<file path="src/rtl/led_7seg_scan.sv">
// led_7seg_scan: four-digit multiplexed 7-segment driver with anti-ghost blanking,
// leading-zero suppression and frame-aligned double-buffered updates.
module led_7seg_scan #(
    parameter int SCAN_DIV  = 33250,
    parameter int BLANK_CYC = 64,
    parameter bit BLANK_LZ  = 1'b1
) (
    input  logic        clk,
    input  logic        rst,
    input  logic [15:0] digits_in,
    input  logic [3:0]  dp_in,
    input  logic        load,
    output logic        load_ack,
    output logic [6:0]  seg,
    output logic        seg_dp,
    output logic [3:0]  dig_en,
    output logic        frame_start
);
    localparam int CW = $clog2(SCAN_DIV);
    localparam logic [CW-1:0] LAST = CW'(SCAN_DIV - 1);
    localparam logic [CW-1:0] BLK  = CW'(BLANK_CYC);

    typedef enum logic {BLANK, SHOW} state_t;

    logic [CW-1:0] cnt;
    logic [1:0]    idx;
    logic [15:0]   disp, pbuf;
    logic [3:0]    disp_dp, pbuf_dp;
    logic          pend;
    logic          tick, bnd;
    state_t        st;
    logic [3:0]    cur, sup;
    logic [6:0]    dec;

    function automatic logic [6:0] decode(input logic [3:0] d);
        case (d)
            4'd0:    decode = 7'b1111110;
            4'd1:    decode = 7'b0110000;
            4'd2:    decode = 7'b1101101;
            4'd3:    decode = 7'b1111001;
            4'd4:    decode = 7'b0110011;
            4'd5:    decode = 7'b1011011;
            4'd6:    decode = 7'b1011111;
            4'd7:    decode = 7'b1110000;
            4'd8:    decode = 7'b1111111;
            4'd9:    decode = 7'b1111011;
            default: decode = 7'b0000000;
        endcase
    endfunction

    always_comb begin
        tick = cnt == LAST;
        bnd  = tick && idx == 2'd3;
        st   = cnt < BLK ? BLANK : SHOW;
        cur  = disp[{idx, 2'b00} +: 4];
        dec  = decode(cur);
        // a digit is dark when it and every more-significant digit are zero
        sup[3] = disp[15:12] == 4'd0;
        sup[2] = sup[3] && disp[11:8] == 4'd0;
        sup[1] = sup[2] && disp[7:4] == 4'd0;
        sup[0] = 1'b0;
    end

    always_ff @(posedge clk) begin
        if (rst) begin
            cnt         <= '0;
            idx         <= '0;
            disp        <= '0;
            disp_dp     <= '0;
            pbuf        <= '0;
            pbuf_dp     <= '0;
            pend        <= 1'b0;
            seg         <= '0;
            seg_dp      <= 1'b0;
            dig_en      <= '0;
            load_ack    <= 1'b0;
            frame_start <= 1'b0;
        end else begin
            cnt <= tick ? '0 : cnt + 1'b1;
            if (tick)
                idx <= idx + 1'b1;
            // display data only changes on the frame boundary so a frame is never torn
            if (bnd) begin
                if (load) begin
                    disp    <= digits_in;
                    disp_dp <= dp_in;
                end else if (pend) begin
                    disp    <= pbuf;
                    disp_dp <= pbuf_dp;
                end
                pend <= 1'b0;
            end else if (load) begin
                pbuf    <= digits_in;
                pbuf_dp <= dp_in;
                pend    <= 1'b1;
            end
            load_ack    <= bnd && (load || pend);
            frame_start <= bnd;
            dig_en      <= st == SHOW ? 4'b0001 << idx : 4'b0000;
            seg_dp      <= st == SHOW && disp_dp[idx];
            seg         <= st == SHOW && !(BLANK_LZ && sup[idx]) ? dec : 7'b0000000;
        end
    end
endmodule

</file>
<file path="config.mk">
export PLATFORM = sky130hd
export DESIGN_NAME = led_7seg_scan
export DESIGN_NICKNAME = d
export VERILOG_FILES = /design/src/rtl/led_7seg_scan.sv
export SDC_FILE = /design/constraint.sdc
export NUM_CORES = 1
export LEC_CHECK = 0
export CORE_ASPECT_RATIO = 0.8
export CORE_UTILIZATION = 61
export DETAILED_ROUTE_END_ITERATION = 16
export PLACE_DENSITY = 0.85
export SLEW_MARGIN = 15
export SYNTH_ARGS = -nofsm -noshare
export SYNTH_HDL_FRONTEND = slang
export SYNTH_SLANG_ARGS = --single-unit
export TNS_END_PERCENT = 1
</file>
<file path="constraint.sdc">
create_clock -name clk -period 5.5 [get_ports clk]
set_input_delay 1.375 -clock clk [delete_from_list [all_inputs] [get_ports clk]]
set_output_delay 1.375 -clock clk [all_outputs]
set_load 0.01 [all_outputs]
</file>
# == After elaboration in Yosys (flattened, before gate mapping) ==
# Memories as Yosys holds them, arrays and structs flattened. A register that Yosys moved wholly into a read port is not among the register bits.
# Index checks and enable logic that the tools add are counted.
# classes
n_addsub,2
muxes,9
shifts,2
n_lt_le_gt_ge,2
n_bitwise,2
reduce_logical,18
eq_ne,2
n_div,0
multipliers,0
# op_table
operator,count
16-bit two-way mux,2
16-bit by 1-bit adder with 16-bit output (second input constant),1
16-bit == test (second input constant),1
16-bit by 7-bit < comparator with 1-bit output (second input constant),1
16-bit by 5-bit indexed part select with 4-bit output,1
4-bit logical NOT,3
4-bit two-way mux,2
2-bit OR reduction,4
1-bit logical AND,6
1-bit binary-select mux with 2-bit select,2
2-bit AND reduction,2
1-bit by 2-bit left shift with 4-bit output (first input constant),1
2-bit by 3-bit < comparator with 1-bit output (second input constant),1
1-bit two-way mux,3
2-bit by 1-bit adder with 2-bit output (second input constant),1
2-bit == test (second input constant),1
1-bit inverter,2
2-bit nonzero test,1
1-bit logical NOT,1
1-bit logical OR,1
# word_totals
input_bits,23
ramBits,0
register_bits,66
latchBits,0
romBits,112
output_inout_bits,14
elab_cells,49
mem_count,1
# memory_table
memory,depth,width,rd,rd_clocked_by_memory_dff,write_ports,line_no,text
(name not given),16,7,1,1,0,36,case (d)

# == Longest topological paths before layout ==
# Gate-level depths: netlist of run 1.
# depth
ltp_word,9
depth_mapped,9
ltp_nobuf,7

# == Least setup slack after synthesis of run 1 ==
# Ideal clock, no wire load.
# synth_path
kind,input to register
from,input port rst
to,register disp[10]
setup_time_ns,0.121
cell_stages,4
path_slack_ns,3.145
path_buffers,2
t_arrival_ns,2.234
required_ns,5.379
path_cell_list,clkbuf_1 -> buf_1 -> nor2_1 -> mux2_2
# synth_rtl
element,line_no,text
"start, declared",9,"input logic rst,"
"end signal, assigned",85,disp <= digits_in;
"end signal, assigned",88,disp <= pbuf;
"end, declared",27,"logic [15:0] disp, pbuf;"

# == Final worst setup path of run 1 ==
# layout_path
from,input port load
to,register disp[4]
# layout_via
elab_chain_len,2
word_cells_on_any_way,3
cone_classes,1 x mux; 2 x reduce/logical
# layout_lines
element,line_no,text
"start, declared",12,"input logic load,"
2-bit nonzero test (no line),--,
2-bit AND reduction (no line),--,
# Parallel ways exist; a longest one is shown, timed or not.
# A chain may end at the register's enable or synchronous reset.

==> results of run 1 <==
layer usage:
layer / track usage / wire length [um] / part of all wire / up-vias
met5: 0 / 0 / 0 / -
met4: 0.06631 / 65 / 0.0097 / 0
met3: 0.06912 / 353 / 0.053 / 8
met2: 0.3675 / 3070 / 0.46 / 62
met1: 0.3243 / 3188 / 0.48 / 1242
li1: - / - / - / 1331
cell families (layout without fill, tap and decap cells):
family | count (synthesis) | count (layout) | synth area share
compound gates | 25 | 25 | 0.03861
xor+xnor | 9 | 9 | 0.02152
fa+ha+maj | 9 | 9 | 0.03075
buf+inv | 31 | 63 | 0.04202
flops | 73 | 73 | 0.3990
mux | 73 | 73 | 0.2286
simple gates | 152 | 152 | 0.2395
path summary, 6_finish.rpt:
kind	startpoint	endpoint	slack, ns
setup / recovery	load	disp[4]$_SDFFE_PP0P_	1.89
hold / removal	pbuf[1]$_SDFFE_PP0P_	pbuf[1]$_SDFFE_PP0P_	0.48
setup reg to reg	idx[0]$_SDFFE_PP0P_	disp[4]$_SDFFE_PP0P_	2.81
hold reg to reg	pbuf[1]$_SDFFE_PP0P_	pbuf[1]$_SDFFE_PP0P_	0.48
per-stage QoR:
| stage | area (um^2) | utilization | power, mW |
|---|---|---|---|
| after floorplan | 3662 | - | 0.6061 |
| after global placement | 4018 | 0.7155 | 0.6315 |
| after detailed placement | 4018 | 0.7155 | 0.6339 |
| after CTS | 4199 | 0.7478 | 1.009 |
| after global routing | 4199 | 0.7478 | 1.044 |
| final | 4199 | 0.7478 | 0.9998 |
cells in the mapped netlist, types with 2 or more instances:
master	count	area, um^2
inv_1	8	30.03
clkbuf_1	10	37.54
and3_1	3	18.77
nand3b_1	2	15.01
nor3b_1	2	15.01
a21oi_1	13	65.06
o21ai_0	6	30.03
nor3_1	8	40.04
nand2_1	5	18.77
nand3_1	6	30.03
or4_1	2	15.01
mux4_2	3	67.56
a211oi_1	2	15.01
nor4bb_1	2	20.02
nand2b_1	41	256.5
mux2_4	2	30.03
buf_2	6	30.03
nor4_1	5	31.28
dfxtp_1	73	1461
xnor2_1	7	61.31
nor2b_1	21	131.4
or3_1	5	31.28
mux2i_1	45	450.4
xor2_1	2	17.52
buf_4	4	30.03
mux4_1	2	52.55
ha_1	9	112.6
buf_6	2	22.52
nand4_1	3	18.77
nor2_1	38	142.6
mux2_2	21	236.5
layout by cell type, fill, tap and decap left out, types with 3 or more instances in the layout:
| master | instances |
|---|---|
| dfxtp_1 | 73 |
| mux2i_1 | 45 |
| nand2b_1 | 41 |
| nor2_1 | 38 |
| clkdlybuf4s50_1 | 35 |
| mux2_2 | 21 |
| nor2b_1 | 21 |
| a21oi_1 | 13 |
| clkbuf_8 | 11 |
| ha_1 | 9 |
| inv_1 | 8 |
| nor3_1 | 8 |
| xnor2_1 | 7 |
| o21ai_0 | 6 |
| nand3_1 | 6 |
| nor4_1 | 5 |
| or3_1 | 5 |
| nand2_1 | 5 |
| mux4_2 | 3 |
| and3_1 | 3 |
| nand4_1 | 3 |
| clkinv_2 | 3 |
| buf_4 | 3 |
state kept, by name (all words and copies together) (netlist names), 2 cells and up:
name	cells
cnt	16
dig_en	4
disp	16
disp_dp	4
idx	2
pbuf	16
pbuf_dp	4
seg	7
worst reg2reg max path, delay by kind of cell (launching register included):
family                     cells  cell delay [ns]
DFF                            1             0.76
muxes                          1             0.61
adders and majority gates      1             0.36
and+or+nand+nor                1             0.85
layout make-up:
cell class	instances	area, um^2
repair buffers	39	377.9
well taps	78	97.59
clock buffers	11	151.4
multi-input cells	268	2051
flip-flops and latches	73	1461
inverters	8	30.03
fillers	427	1416
clock inverters	5	30.03
power by group through the flow:
stage	Clock, mW	Sequential, mW	Combinational (mW)
finish	0.378	0.547	0.0752
global route	0.414	0.548	0.0830
CTS	0.387	0.546	0.0758
detailed placement	0	0.559	0.0752
global placement	0	0.558	0.0732
floorplan	0	0.557	0.0490
==> summary.txt, run 1 <==
Finish
  • Share of cells above drive strength 1: 0.1262
  • # diodes: 0
  • Final #Nets: 431
  • Synth-to-Final Area Change: 14.66%
  • Post-Layout Cell Count: 482

Power and ir drop
  • Combinational share of power: 0.075
  • Worst vdd ir: 0.1608 mV
  • Leak Pwr: 1.655 nW
  • Clk network pwr share: 0.378
  • Sequential power share: 0.547
  • Cell internal pwr: 0.7647 mW
  • Net Sw Frac: 0.2351
  • Pwr Density: 238.1 nW/um^2
  • NetSw: 0.2350 mW

Floorplan
  • Initial Util: 0.6522
  • Die Y: 71.31 um
  • Total core area: 5615 um^2
  • Num ports: 37
  • Die X-Extent: 88.63 um
  • FP Rows: 24
  • Die ar.: 6320 um^2

STA
  • Final Setup Violations: 0
  • Worst-Margin Slew: 1.052 ns
  • Final Hold Viols: 0
  • RSZ-0062 raised after global routing: false
  • Min cycle time layout: 3.612 ns
  • Max-Slew Margin vs Limit: 0.2951
  • Worst clock skew: 0.006476 ns
  • Slew Limit Fails: 0
  • Hold slack: 0.4778 ns
  • Top achievable clock speed: 276.9 MHz
  • Post-route setup slack: 1.888 ns
  • Tcrit/Tclk final: 0.6566
  • Final TNS setup: 0 ns

Synth
  • Synthesized instance count: 372
  • Synth cell types: 45
  • Main synth FF type: dfxtp_1
  • Async SR Flop Fraction: 0
  • Synth Register Bits: 73
  • Mean Syn Cell Area: 9.845 um^2
  • Synth Warn #: 0
  • Syn_nets: 404
  • EDFF count, synth: 0
  • Synthesized area: 3662 um^2
  • Sequential-to-total area share from yosys stat: 0.3990

Clock network
  • Clk Tree Root Cell: clkbuf_8
  • Clock latency on the worst-skew pair: 0.34 ns
  • H-Tree Depth: 3
  • Clock Tree Buf Depth: 2
  • Cts hold-fix bufs: 0
  • CTS resizes: 0
  • Num CTS Buffers: 9
  • Post-CTS Setup Bufs: 0
  • Clock slew seen by the registers of the worst setup and hold paths: 0.07 ns
  • CTS tree: yes
  • Clock sinks: 73

Placement
  • Port bufs: 36
  • DP Worst Slack: 1.558 ns
  • Placed insts: 466
  • RePlAce Congestion: 0.8090
  • HPWL after detailed placement: 4.567 mm

Route
  • Detailed Route WL: 6.677 mm
  • DRC Markers: 0
  • Drt wl/cell: 13.85 um
  • Vias/cell: 5.483
  • Final antenna-violating net count: 0
  • Initial DRC count: 146
  • DR vias: 2643
  • First drt pass iteration count: 4

Job
  • Max cap viols: 0

Setup path
  • CP Class: in -> reg
  • Startpoint types: primary input
  • Crit path depth: 5
  • WP buf/inv: 2
  • Worst-path cell chain: clkdlybuf4s50_1 -> buf_4 -> nor2_1 -> nand4b_1 -> mux2_2
  • Crit path capture type: flop
  • CP delay by family, top: simple AND/OR/NAND/NOR gates
  • CP max-delay cell: nand4b_1
  • Worst EP required: 5.72 ns
  • CP Max Fanout: 22
  • Max incr delay on CP: 0.91 ns
  • Arrival time worst endpoint: 3.83 ns
  • R2R cell count: 3

GRT
  • Total GRT Usage: 0.2374
  • First-pass GRT wire length: 11.45 mm
  • Largest net degree at the start of global routing: 48
  • Total gr overflow: 0
  • Vias in the first global route: 2468
  • Initial antenna violation count: 0

Hold path
  • Hold path depth: 2
  • Min-Delay Path Class: reg -> reg

Outcome
  • Status: completed
Power figures use the tool's default switching activity.
==> run 2: changes to the inputs <==
Settings changed: CORE_UTILIZATION 61 to 51, PLACE_DENSITY 0.85 to 0.76.
Clock period 5.5 ns to 3.3 ns, I/O delays scaled along.
==> summary.txt, run 2 (synthesis gave the netlist of run 1 again) <==
Finish
  • # diodes: 0 (unchanged)
  • Most frequent cells in the layout: 73 x dfxtp_1, 45 x mux2i_1, 41 x nand2b_1, 38 x nor2_1, 35 x clkdlybuf4s50_1 (unchanged)
  • Fillers: 592 (was 427)
  • Final #Nets: 433 (was 431)
  • Synth-to-Final Area Change: 16.09% (was 14.66%)
  • Finished Cell Area: 4252 um^2 (was 4199 um^2)
  • Post-Layout Cell Count: 492 (was 482)
  • Commonest non-fill, non-tap cell in the layout: dfxtp_1 (unchanged)
  • Largest regs: cnt (16), disp (16), pbuf (16) (unchanged)
  • Share of cells above drive strength 1: 0.1259 (was 0.1262)

STA
  • Tcrit/Tclk final: 0.6567
  • Slew Limit Fails: 0 (unchanged)
  • Max-Slew Margin vs Limit: 0.5353 (was 0.2951)
  • Min cycle time layout: 2.167 ns
  • Hold slack: 0.4730 ns (was 0.4778 ns)
  • Final Setup Violations: 0 (unchanged)
  • Final Hold Viols: 0 (unchanged)
  • Worst clock skew: 0.003872 ns (was 0.006476 ns)
  • RSZ-0062 raised after global routing: false (unchanged)
  • Worst-Margin Slew: 0.6970 ns (was 1.052 ns)
  • Top achievable clock speed: 461.5 MHz
  • Final TNS setup: 0 ns (unchanged)

Setup path
  • CP Class: in -> reg (unchanged)
  • Max incr delay on CP: 0.48 ns (was 0.91 ns)
  • Most frequent CP cell: buf_4
  • CP Max Fanout: 21 (was 22)
  • CP max-delay cell: clkdlybuf4s50_1 (was nand4b_1)
  • Arrival time worst endpoint: 2.44 ns (was 3.83 ns)
  • Startpoint types: primary input (unchanged)
  • Worst-path cell chain: clkdlybuf4s50_1 -> buf_4 -> a21boi_2 -> buf_4 -> mux2i_1 (was clkdlybuf4s50_1 -> buf_4 -> nor2_1 -> nand4b_1 -> mux2_2)
  • Crit path capture type: flop (unchanged)
  • Worst EP required: 3.57 ns (was 5.72 ns)

Clock network
  • Num CTS Buffers: 9 (unchanged)
  • Clock sinks: 73 (unchanged)
  • Clock Tree Buf Depth: 2 (unchanged)
  • CTS tree: yes (unchanged)
  • Cts hold-fix bufs: 0 (unchanged)
  • Clock latency on the worst-skew pair: 0.34 ns (about the same)
  • CTS resizes: 0 (unchanged)
  • Clk Tree Root Cell: clkbuf_8 (unchanged)
  • Clock slew seen by the registers of the worst setup and hold paths: 0.07 ns (about the same)
  • H-Tree Depth: 3 (unchanged)
  • Post-CTS Setup Bufs: 0 (unchanged)

Hold path
  • Min-Delay Path Class: reg -> reg (unchanged)

Floorplan
  • Die Y: 77.80 um (was 71.31 um)
  • Die X-Extent: 96.74 um (was 88.63 um)
  • Total core area: 6925 um^2 (was 5615 um^2)
  • Num ports: 37 (unchanged)
  • FP Rows: 27 (was 24)
  • Initial Util: 0.5288 (was 0.6522)
  • Die ar.: 7526 um^2 (was 6320 um^2)

GRT
  • First-pass GRT wire length: 11.23 mm (was 11.45 mm)
  • Initial antenna violation count: 0 (unchanged)
  • Largest net degree at the start of global routing: 48 (unchanged)
  • Total GRT Usage: 0.1856 (was 0.2374)
  • Vias in the first global route: 2357 (was 2468)
  • Total gr overflow: 0 (unchanged)

Route
  • Final antenna-violating net count: 0 (unchanged)
  • First drt pass iteration count: 4 (unchanged)
  • DR vias: 2573 (was 2643)
  • Vias/cell: 5.230 (was 5.483)
  • DRC Markers: 0 (unchanged)
  • Initial DRC count: 156 (was 146)
  • Detailed Route WL: 6.769 mm (was 6.677 mm)
  • Drt wl/cell: 13.76 um (was 13.85 um)

Placement
  • RePlAce Congestion: 0.7950 (was 0.8090)
  • DP Area: 4056 um^2 (was 4018 um^2)
  • HPWL after detailed placement: 4.661 mm (was 4.567 mm)
  • Placed insts: 477 (was 466)
  • Port bufs: 36 (unchanged)

Job
  • Max cap viols: 0 (unchanged)

Power and ir drop
  • Leak Pwr: 1.681 nW (was 1.655 nW)
  • Worst vdd ir: 0.2156 mV (was 0.1608 mV)
  • Power Total: 1.738 mW (was 0.9998 mW)
  • Pwr Density: 408.8 nW/um^2 (was 238.1 nW/um^2)

Outcome
  • Status: completed (unchanged)
run 2: changes by cell type in the layout (fill, tap and decap cells not counted), sizes merged:
cell,delta
bufinv,+1
clkbuf,+1
buf,+2
clkinvlp,-2
clkinv,-1
run 2: worst paths after layout:
check	endpoint	startpoint	slack, ns	cells past startpoint
worst max-delay path	pbuf[5]$_SDFFE_PP0P_	load	1.13	5
worst min-delay path	pbuf[15]$_SDFFE_PP0P_	pbuf[15]$_SDFFE_PP0P_	0.47	2
worst max register to register	seg[1]$_SDFF_PP0_	idx[0]$_SDFFE_PP0P_	1.27	5
worst min register to register	pbuf[15]$_SDFFE_PP0P_	pbuf[15]$_SDFFE_PP0P_	0.47	2
run 2: critical path, delay by kind of cell:
family / cells / cell delay (ns)
multiplexers: 1 / 0.23
buffers and inverters: 3 / 1.14
AO/OA/AOI/OAI: 1 / 0.22
run 2: layout make-up:
cell class / instances / area [um^2] / area share
Tap cell: 87 / 108.9 / 0.02560
Sequential cell: 73 / 1461 / 0.3437
Inverter: 8 / 30.03 / 0.007063
Timing Repair Buffer: 41 / 405.4 / 0.09535
Clock buffer: 12 / 155.1 / 0.03649
Clock inverter: 3 / 40.04 / 0.009417
Multi-Input combinational cell: 268 / 2051 / 0.4823
run 2: routing by layer:
metal / GRT usage / part of all wire
met1: 0.2650 / 0.53
met2: 0.2669 / 0.42
met3: 0.05766 / 0.040
met4: 0.05373 / 0.0075
met5: 0 / 0
run 2: through the flow:
| stage | util | setup slack [ns] |
|---|---|---|
| after floorplan | - | 1.453 |
| after global placement | 0.5857 | 0.8147 |
| after detailed placement | 0.5857 | 0.7834 |
| after CTS | 0.6139 | 1.138 |
| after global routing | 0.6139 | 1.076 |
| final | 0.6139 | 1.133 |
run 2: report_power, final:
| part | total (mW) | switching [mW] | internal [mW] |
|---|---|---|---|
| clock | 0.698 | 0.314 | 0.384 |
| sequential | 0.911 | 0.0110 | 0.900 |
| combinational | 0.129 | 0.0621 | 0.0670 |
| total | 1.74 | 0.387 | 1.35 |
